File: config.mk
export PLATFORM = sky130hd
export DESIGN_NAME = dram_seq
export DESIGN_NICKNAME = d
export VERILOG_FILES = /design/src/rtl/dram_seq.sv
export SDC_FILE = /design/constraint.sdc
export NUM_CORES = 1
export LEC_CHECK = 0
export ABC_AREA = 1
export ABC_CLOCK_PERIOD_IN_PS = 2530
export CORE_ASPECT_RATIO = 0.9
export CORE_MARGIN = 2
export CORE_UTILIZATION = 40
export CTS_BUF_LIST = sky130_fd_sc_hd__clkbuf_2
export DETAILED_ROUTE_END_ITERATION = 12
export HOLD_SLACK_MARGIN = 0.12
export PLACE_DENSITY = 0.74
export SYNTH_ARGS = -nofsm -noshare
export SYNTH_HDL_FRONTEND = slang
export SYNTH_SLANG_ARGS = --single-unit
File: constraint.sdc
create_clock -name clk -period 2.53 [get_ports clk]
set_input_delay 0.506 -clock clk [delete_from_list [all_inputs] [get_ports clk]]
set_output_delay 0.506 -clock clk [all_outputs]
set_load 0.01 [all_outputs]
File: src/rtl/dram_seq.sv
// DRAM slot sequencer: video/CPU arbitration with RAS/CAS strobes.
// Define DRAM_SEQ_REFRESH_EN to add RAS-only refresh every REFRESH_SLOTS slots.
module dram_seq #(
  parameter int unsigned REFRESH_SLOTS = 64
) (
  input  logic        clk,
  input  logic        res,
  input  logic        slot,
  input  logic        vid_req,
  input  logic [19:0] vid_addr,
  output logic        vid_ack,
  input  logic        cpu_req,
  input  logic        cpu_we,
  input  logic [19:0] cpu_addr,
  input  logic [15:0] cpu_din,
  output logic        cpu_ack,
  input  logic [15:0] ram_din,
  output logic [15:0] ram_dout,
  output logic [9:0]  ma,
  output logic        ras_n,
  output logic        cas_n,
  output logic        we_n,
  output logic [15:0] rdata,
  output logic [9:0]  refresh_cnt
);

  typedef enum logic [2:0] {
    IDLE, S1, S2, S3, PRE
  } state_e;

  typedef enum logic [1:0] {
    G_NONE, G_REF, G_VID, G_CPU
  } grant_e;

  if (REFRESH_SLOTS < 2 || REFRESH_SLOTS > 255) begin : g_bad_slots
    $error("REFRESH_SLOTS must be in 2..255");
  end

  state_e      state_q, state_d;
  grant_e      grant_q, grant_d;
  logic [19:0] addr_q, addr_d;
  logic        we_q, we_d;
  logic [15:0] din_q, din_d;
  logic [9:0]  mah_q, mah_d;
  logic [15:0] rdata_q, rdata_d;
  logic        accept;
  logic        active;
  logic        ref_pend;

  assign accept = slot && (state_q == IDLE || state_q == PRE);
  assign active = (state_q == S1) || (state_q == S2) || (state_q == S3);

`ifdef DRAM_SEQ_REFRESH_EN
  localparam logic [7:0] LAST = 8'(REFRESH_SLOTS - 1);

  logic [7:0] scnt_q, scnt_d;
  logic       pend_q, pend_d;
  logic [9:0] rcnt_q, rcnt_d;

  // Expiry is applied after the acceptance clear so it wins on a tie.
  always_comb begin
    scnt_d = scnt_q;
    pend_d = pend_q;
    rcnt_d = rcnt_q;
    if (accept && pend_q) pend_d = 1'b0;
    if (slot) begin
      if (scnt_q == LAST) begin
        scnt_d = '0;
        pend_d = 1'b1;
      end else begin
        scnt_d = scnt_q + 8'd1;
      end
    end
    if (state_q == S3 && grant_q == G_REF) rcnt_d = rcnt_q + 10'd1;
  end

  always_ff @(posedge clk or posedge res) begin
    if (res) begin
      scnt_q <= '0;
      pend_q <= 1'b0;
      rcnt_q <= '0;
    end else begin
      scnt_q <= scnt_d;
      pend_q <= pend_d;
      rcnt_q <= rcnt_d;
    end
  end

  assign ref_pend    = pend_q;
  assign refresh_cnt = rcnt_q;
`else
  assign ref_pend    = 1'b0;
  assign refresh_cnt = '0;
`endif

  always_comb begin
    state_d = state_q;
    grant_d = grant_q;
    addr_d  = addr_q;
    we_d    = we_q;
    din_d   = din_q;
    mah_d   = mah_q;
    rdata_d = rdata_q;
    unique case (state_q)
      S1: state_d = S2;
      S2: state_d = S3;
      S3: begin
        state_d = PRE;
        mah_d   = ma;
        if ((grant_q == G_VID || grant_q == G_CPU) && !we_q)
          rdata_d = ram_din;
      end
      IDLE, PRE: begin
        state_d = IDLE;
        if (accept) begin
          state_d = S1;
          we_d    = 1'b0;
          din_d   = '0;
          if (ref_pend) begin
            grant_d = G_REF;
          end else if (vid_req) begin
            grant_d = G_VID;
            addr_d  = vid_addr;
          end else if (cpu_req) begin
            grant_d = G_CPU;
            addr_d  = cpu_addr;
            we_d    = cpu_we;
            din_d   = cpu_din;
          end else begin
            grant_d = G_NONE;
            state_d = IDLE;
          end
        end
      end
      default: state_d = IDLE;
    endcase
  end

  always_ff @(posedge clk or posedge res) begin
    if (res) begin
      state_q <= IDLE;
      grant_q <= G_NONE;
      addr_q  <= '0;
      we_q    <= 1'b0;
      din_q   <= '0;
      mah_q   <= '0;
      rdata_q <= '0;
    end else begin
      state_q <= state_d;
      grant_q <= grant_d;
      addr_q  <= addr_d;
      we_q    <= we_d;
      din_q   <= din_d;
      mah_q   <= mah_d;
      rdata_q <= rdata_d;
    end
  end

  always_comb begin
    ma = mah_q;
    if (active) begin
      if (grant_q == G_REF)   ma = refresh_cnt;
      else if (state_q == S1) ma = addr_q[19:10];
      else                    ma = addr_q[9:0];
    end
  end

  assign ras_n    = ~active;
  assign cas_n    = ~(state_q == S3 && grant_q != G_REF);
  assign we_n     = ~((state_q == S2 || state_q == S3) &&
                      grant_q == G_CPU && we_q);
  assign ram_dout = (active && grant_q == G_CPU && we_q) ? din_q : '0;
  assign vid_ack  = (state_q == S3) && (grant_q == G_VID);
  assign cpu_ack  = (state_q == S3) && (grant_q == G_CPU);
  assign rdata    = rdata_q;

endmodule

After elaboration in Yosys (flattened, before gate mapping)
Index checks and enable logic that the tools add are counted.
Word-level totals
  register bits: 68
  bits of input ports: 78
  output and inout port bits: 57
Operators by class
  equality and inequality tests: 8
  mux-type cells: 16
  reductions and logical operators: 21
  bitwise operators: 3
Operators with widths (count)
  $mux W16: 3
  $mux W20: 2
  $mux W10: 3
  $pmux W3 S4: 1
  $logic_and A1 B1 Y1: 9
  $eq A3 B2 Y1 const B: 2
  $logic_or A1 B1 Y1: 5
  $mux W1: 5
  $eq A2 B2 Y1 const B: 2
  $mux W2: 2
  $reduce_and A2 Y1: 2
  $eq A3 B1 Y1 const B: 1
  $eq A3 B3 Y1 const B: 1
  $logic_not A3 Y1: 1
  $not A1 Y1: 3
  $reduce_and A3 Y1: 1
  $eq A2 B1 Y1 const B: 1
  $ne A2 B1 Y1 const B: 1
  $reduce_bool A2 Y1: 1
  $reduce_or A2 Y1: 1
  $logic_not A1 Y1: 1

Longest topological paths before layout
Gate-level depths: netlist (run 1).
  depth after elaboration: 6
  mapped depth: 8
  depth with buffers taken out: 8

Worst setup path after synthesis (run 1)
No wires, ideal clock.
  path type: flip-flop to output port
  start: register state_q[2]
  end: output port vid_ack
  setup slack: 772 ps
  arrival time: 1252 ps
  stages on the path, launching flop included: 7
  cell sequence: dfrtp_1 -> inv_1 -> nand2_1 -> nor2_2 -> inv_1 -> buf_2 -> nor3_1
Between the ends
  longest elaborated chain between the ends: 2
Ends and longest elaborated chain
  start, declared: line 39  | state_e state_q, state_d;
  start signal, assigned: line 149  | state_q <= state_d;
  $eq A3 B2 Y1: line 173  | assign vid_ack = (state_q == S3) && (grant_q == G_VID);
  $logic_and A1 B1 Y1: line 173
  end, declared: line 11  | output logic vid_ack,
No other way between the ends.

Final worst setup path (run 1)
  start: register state_q[1]
  end: output port ma[3]
Between the ends
  longest elaborated chain between the ends: 4
Ends and longest elaborated chain
  $eq A3 B1 Y1 / $eq A3 B2 Y1 (equally long branches): line 51, 163
  $mux W10 / $logic_or A1 B1 Y1 (equally long branches): line 163, 51
  $mux W10 / $logic_or A1 B1 Y1 (equally long branches): line 162, 51
  $mux W10 *: line 161  | if (active) begin
  end, declared: line 19  | output logic [9:0] ma,
Mark *: on every way between the ends. The rest lies on a longest branch, timed or not.

==> impl_results.md, run 1 <==
* Antenna violations before repair at 0
* Setup ws final at 0.129 ns
* Critical path's slowest cell: dfrtp_2
* Warnings, synthesis at 0
* CTS tree: done
* Sequential fraction of the synthesis area at 0.507
* Port Buf Inserts at 124
* Place WS at 0.196 ns
* FF/Latch Area at 0.00170 mm²
* Final WL at 8740 µm
* CTS H-Tree Depth at 3
* Hpwl dp at 6280 µm
* Fin. Hold Viols at 0
* Status: finished, final reports clean
* Die width at 101 µm
* DRT iter0 DRCs at 182
* GR Overflow Total at 0
* Vias in the first global route at 3110
* Final nets at 660
* Syn_area_per_cell at 7.51 µm²
* Initial Util at 0.414
* Chip Height at 90.9 µm
* Synth Instances at 447
* Inserted Diodes at 0
* PwrDens at 1020 mW/mm²
* CP Data Arrival Time at 1.90 ns
* Clock sink count at 68
* DRT Pass-1 Iters at 4
* Clock Path Buffers at 2
* Routed Antenna Nets at 0
* Root buf cell: clkbuf_2
* Hold Path Class: input port to async pin
* Critical path required time at 2.02 ns
* Area Overhead vs Synth at 46.8%
* CP bufs+invs at 3
* # hold bufs at CTS at 0
* Synth area leaders: dfrtp_1 (51%), nand2_1 (18%), inv_1 (8.5%), o21ai_0 (3.4%), o22ai_1 (3.2%)
* Fin cells at 686
* Register-to-Register Path Depth at 6
* Top-Level Pins at 135
* RR Startpoint: state_q[2]
* CTS clk-pin slew, worst paths at 0.20 ns
* Fmax at 416 MHz
* Routed len/inst at 12.7 µm
* Startpoint Class: flop
* Critical path endpoint category: output port
* Setup Crit Path Kind: flop to output port
* Critical path peak fanout at 10
* Most Frequent Cell on Critical Path: nand3_1
* Num CTS Buffers at 9
* Worst R2R End: rdata[1]
* # setup viols final at 0
* Clock skew after layout at 0.0205 ns
* Post-synth EDFFs at 0
* Via density at 4.66
* First-pass GRT wire length at 14700 µm
* Area leader, netlist: dfrtp_1
* Main synth FF type: dfrtp_1
* Worst-skew pair later-pin latency at 0.50 ns
* Share of the synthesized area in the top cell type at 0.507
* Cell family with most CP delay: buffers and inverters
* Share of layout cells above drive strength 1 at 0.104
* Final min period at 2.40 ns
* Worst-Margin Slew at 0.579 ns
* Netlist cell types at 21
* Largest net degree at the start of global routing at 47
* Placed Cells incl. Taps at 656
* Total Routing Usage GR at 0.204
* Reg2Reg Setup Slack at 0.70 ns
* Die ar. at 0.00914 mm²
* Slew headroom at 0.614
* #FFs+latches synth at 68
* Vias at 3199
* Core area at 0.00811 mm²
* RePlAce Congestion at 0.791
* Post-route DRC at 0
* Max Cap Violations at 0
* Fillers at 749
* Post-synth ARST share at 1.00
* Most common cell in the synthesized netlist: nand2_1
* Commonest cells post-synth: nand2_1 (165), inv_1 (76), dfrtp_1 (68)
* FP Rows at 31
* Max-slew violations at 0
* Peak supply drop at 0.795 mV
* RSZ-0062 raised after global routing: false
* Crit share post-route at 0.949
* CP max stage delay at 0.48 ns
* Synthesized area at 0.00336 mm²
* Pleak at 2.62 nW
* Worst-path cell chain: inv_1, buf_4, nand3_1, nand3_1, nand2_1, dlygate4sd2_1
* Multi-input gate area at 0.00129 mm²
==> how the worst max path moves through the flow <==
stage | startpoint | end | slack, ns | cells after the start
2_1_floorplan | res | addr_q[0] | 0.31 | 1
3_3_place_gp | state_q[2] | ma[8] | 0.23 | 6
3_5_place_dp | state_q[2] | ram_dout[8] | 0.20 | 6
4_1_cts | state_q[2] | ma[8] | -0.16 | 6
5_1_grt | state_q[2] | ma[2] | 0.008 | 7
6_report | state_q[1] | ma[3] | 0.13 | 6
==> timing repair <==
action,4_1_cts,5_1_grt
cloned,3,0
setup buffers,7,4
pin swaps,3,3
setup endpoints to repair,29,28
resized for setup,40,22
==> cell families (layout without fill, tap and decap cells) <==
kind of cell,after synthesis,after routing,synth area share
flip-flops,68,68,0.507
buffers and inverters,108,237,0.141
AO/OA/AOI/OAI,59,59,0.0965
AND/OR/NAND/NOR,211,213,0.254
other,1,10,0.00112
==> metal layers <==
metal / wire length (µm) / track usage
met1: 3940 / 0.275
met2: 4240 / 0.326
met5: 0 / 0
met3: 411 / 0.0441
met4: 150 / 0.0708
==> power breakdown <==
part / switching (W) / internal (W) / total, W
Sequential: 0.000220 / 0.00155 / 0.00177
Combinational: 0.00137 / 0.00113 / 0.00250
Clock: 0.000396 / 0.000330 / 0.000727
Total: 0.00199 / 0.00302 / 0.00500
==> per-stage QoR <==
step | utilization | instance area, µm² | power [W] | setup TNS (ns) | hold WS, ns
after global placement | 0.571 | 4630 | 0.00402 | 0 | 0.461
after detailed placement | 0.571 | 4630 | 0.00408 | 0 | 0.465
after floorplan | - | 3390 | 0.00304 | 0 | 0.449
after CTS | 0.601 | 4870 | 0.00496 | -0.666 | 0.287
final | 0.608 | 4930 | 0.00500 | 0 | 0.340
after global routing | 0.608 | 4930 | 0.00541 | 0 | 0.276
==> registers in the layout, indices dropped and copies added, names as in the netlist <==
| name | cells |
|---|---|
| din_q | 16 |
| mah_q | 10 |
| we_q | 1 |
| state_q | 3 |
| grant_q | 2 |
| rdata | 16 |
| addr_q | 20 |
==> cell type report <==
type / count / area share
sequential: 68 / 0.346
timing repair buffer: 143 / 0.281
multi-input combinational: 282 / 0.261
inverter: 78 / 0.0594
tap: 99 / 0.0251
clock inverter: 6 / 0.0180
clock buffer: 10 / 0.0102
==> tightest hold or removal path, cell delays in order <==
cell and delay, ns:
clkdlybuf4s50_1 0.41, inv_2 0.06, buf_4 0.28
==> placed cells by master (no fill, tap or decap) <==
master and instances:
nor3b_2 1, bufinv_16 2, nand4_1 1, buf_6 3, nor3_1 1, clkinv_2 1, nand3_4 1, nand2_2 1
clkbuf_2 13, nand3_1 18, nand2_1 164, dfrtp_2 2, buf_12 1, o21ai_0 23, nand3_2 2, conb_1 10
o21ai_2 1, clkdlybuf4s50_1 94, clkinv_4 1, o22ai_1 17, inv_1 72, dlygate4sd2_1 18, clkinvlp_4 2, o21ai_1 16
o21ai_4 2, buf_4 15, inv_2 6, clkdlybuf4s15_1 4, dlymetal6s2s_1 5, nor2_4 5, nor2_2 2, dfrtp_1 66
nor2_1 17
Note: power is estimated with default switching activity, not from simulation.
==> run 2, diff against run 1 <==
--- a/config.mk
+++ b/config.mk
@@ -14,6 +14,7 @@
 export DETAILED_ROUTE_END_ITERATION = 12
 export HOLD_SLACK_MARGIN = 0.12
 export PLACE_DENSITY = 0.74
+export SLEW_MARGIN = 20
 export SYNTH_ARGS = -nofsm -noshare
 export SYNTH_HDL_FRONTEND = slang
 export SYNTH_SLANG_ARGS = --single-unit
==> results of run 2 <==
Same layout as run 1: the final DEF is identical, and so are final timing and power.
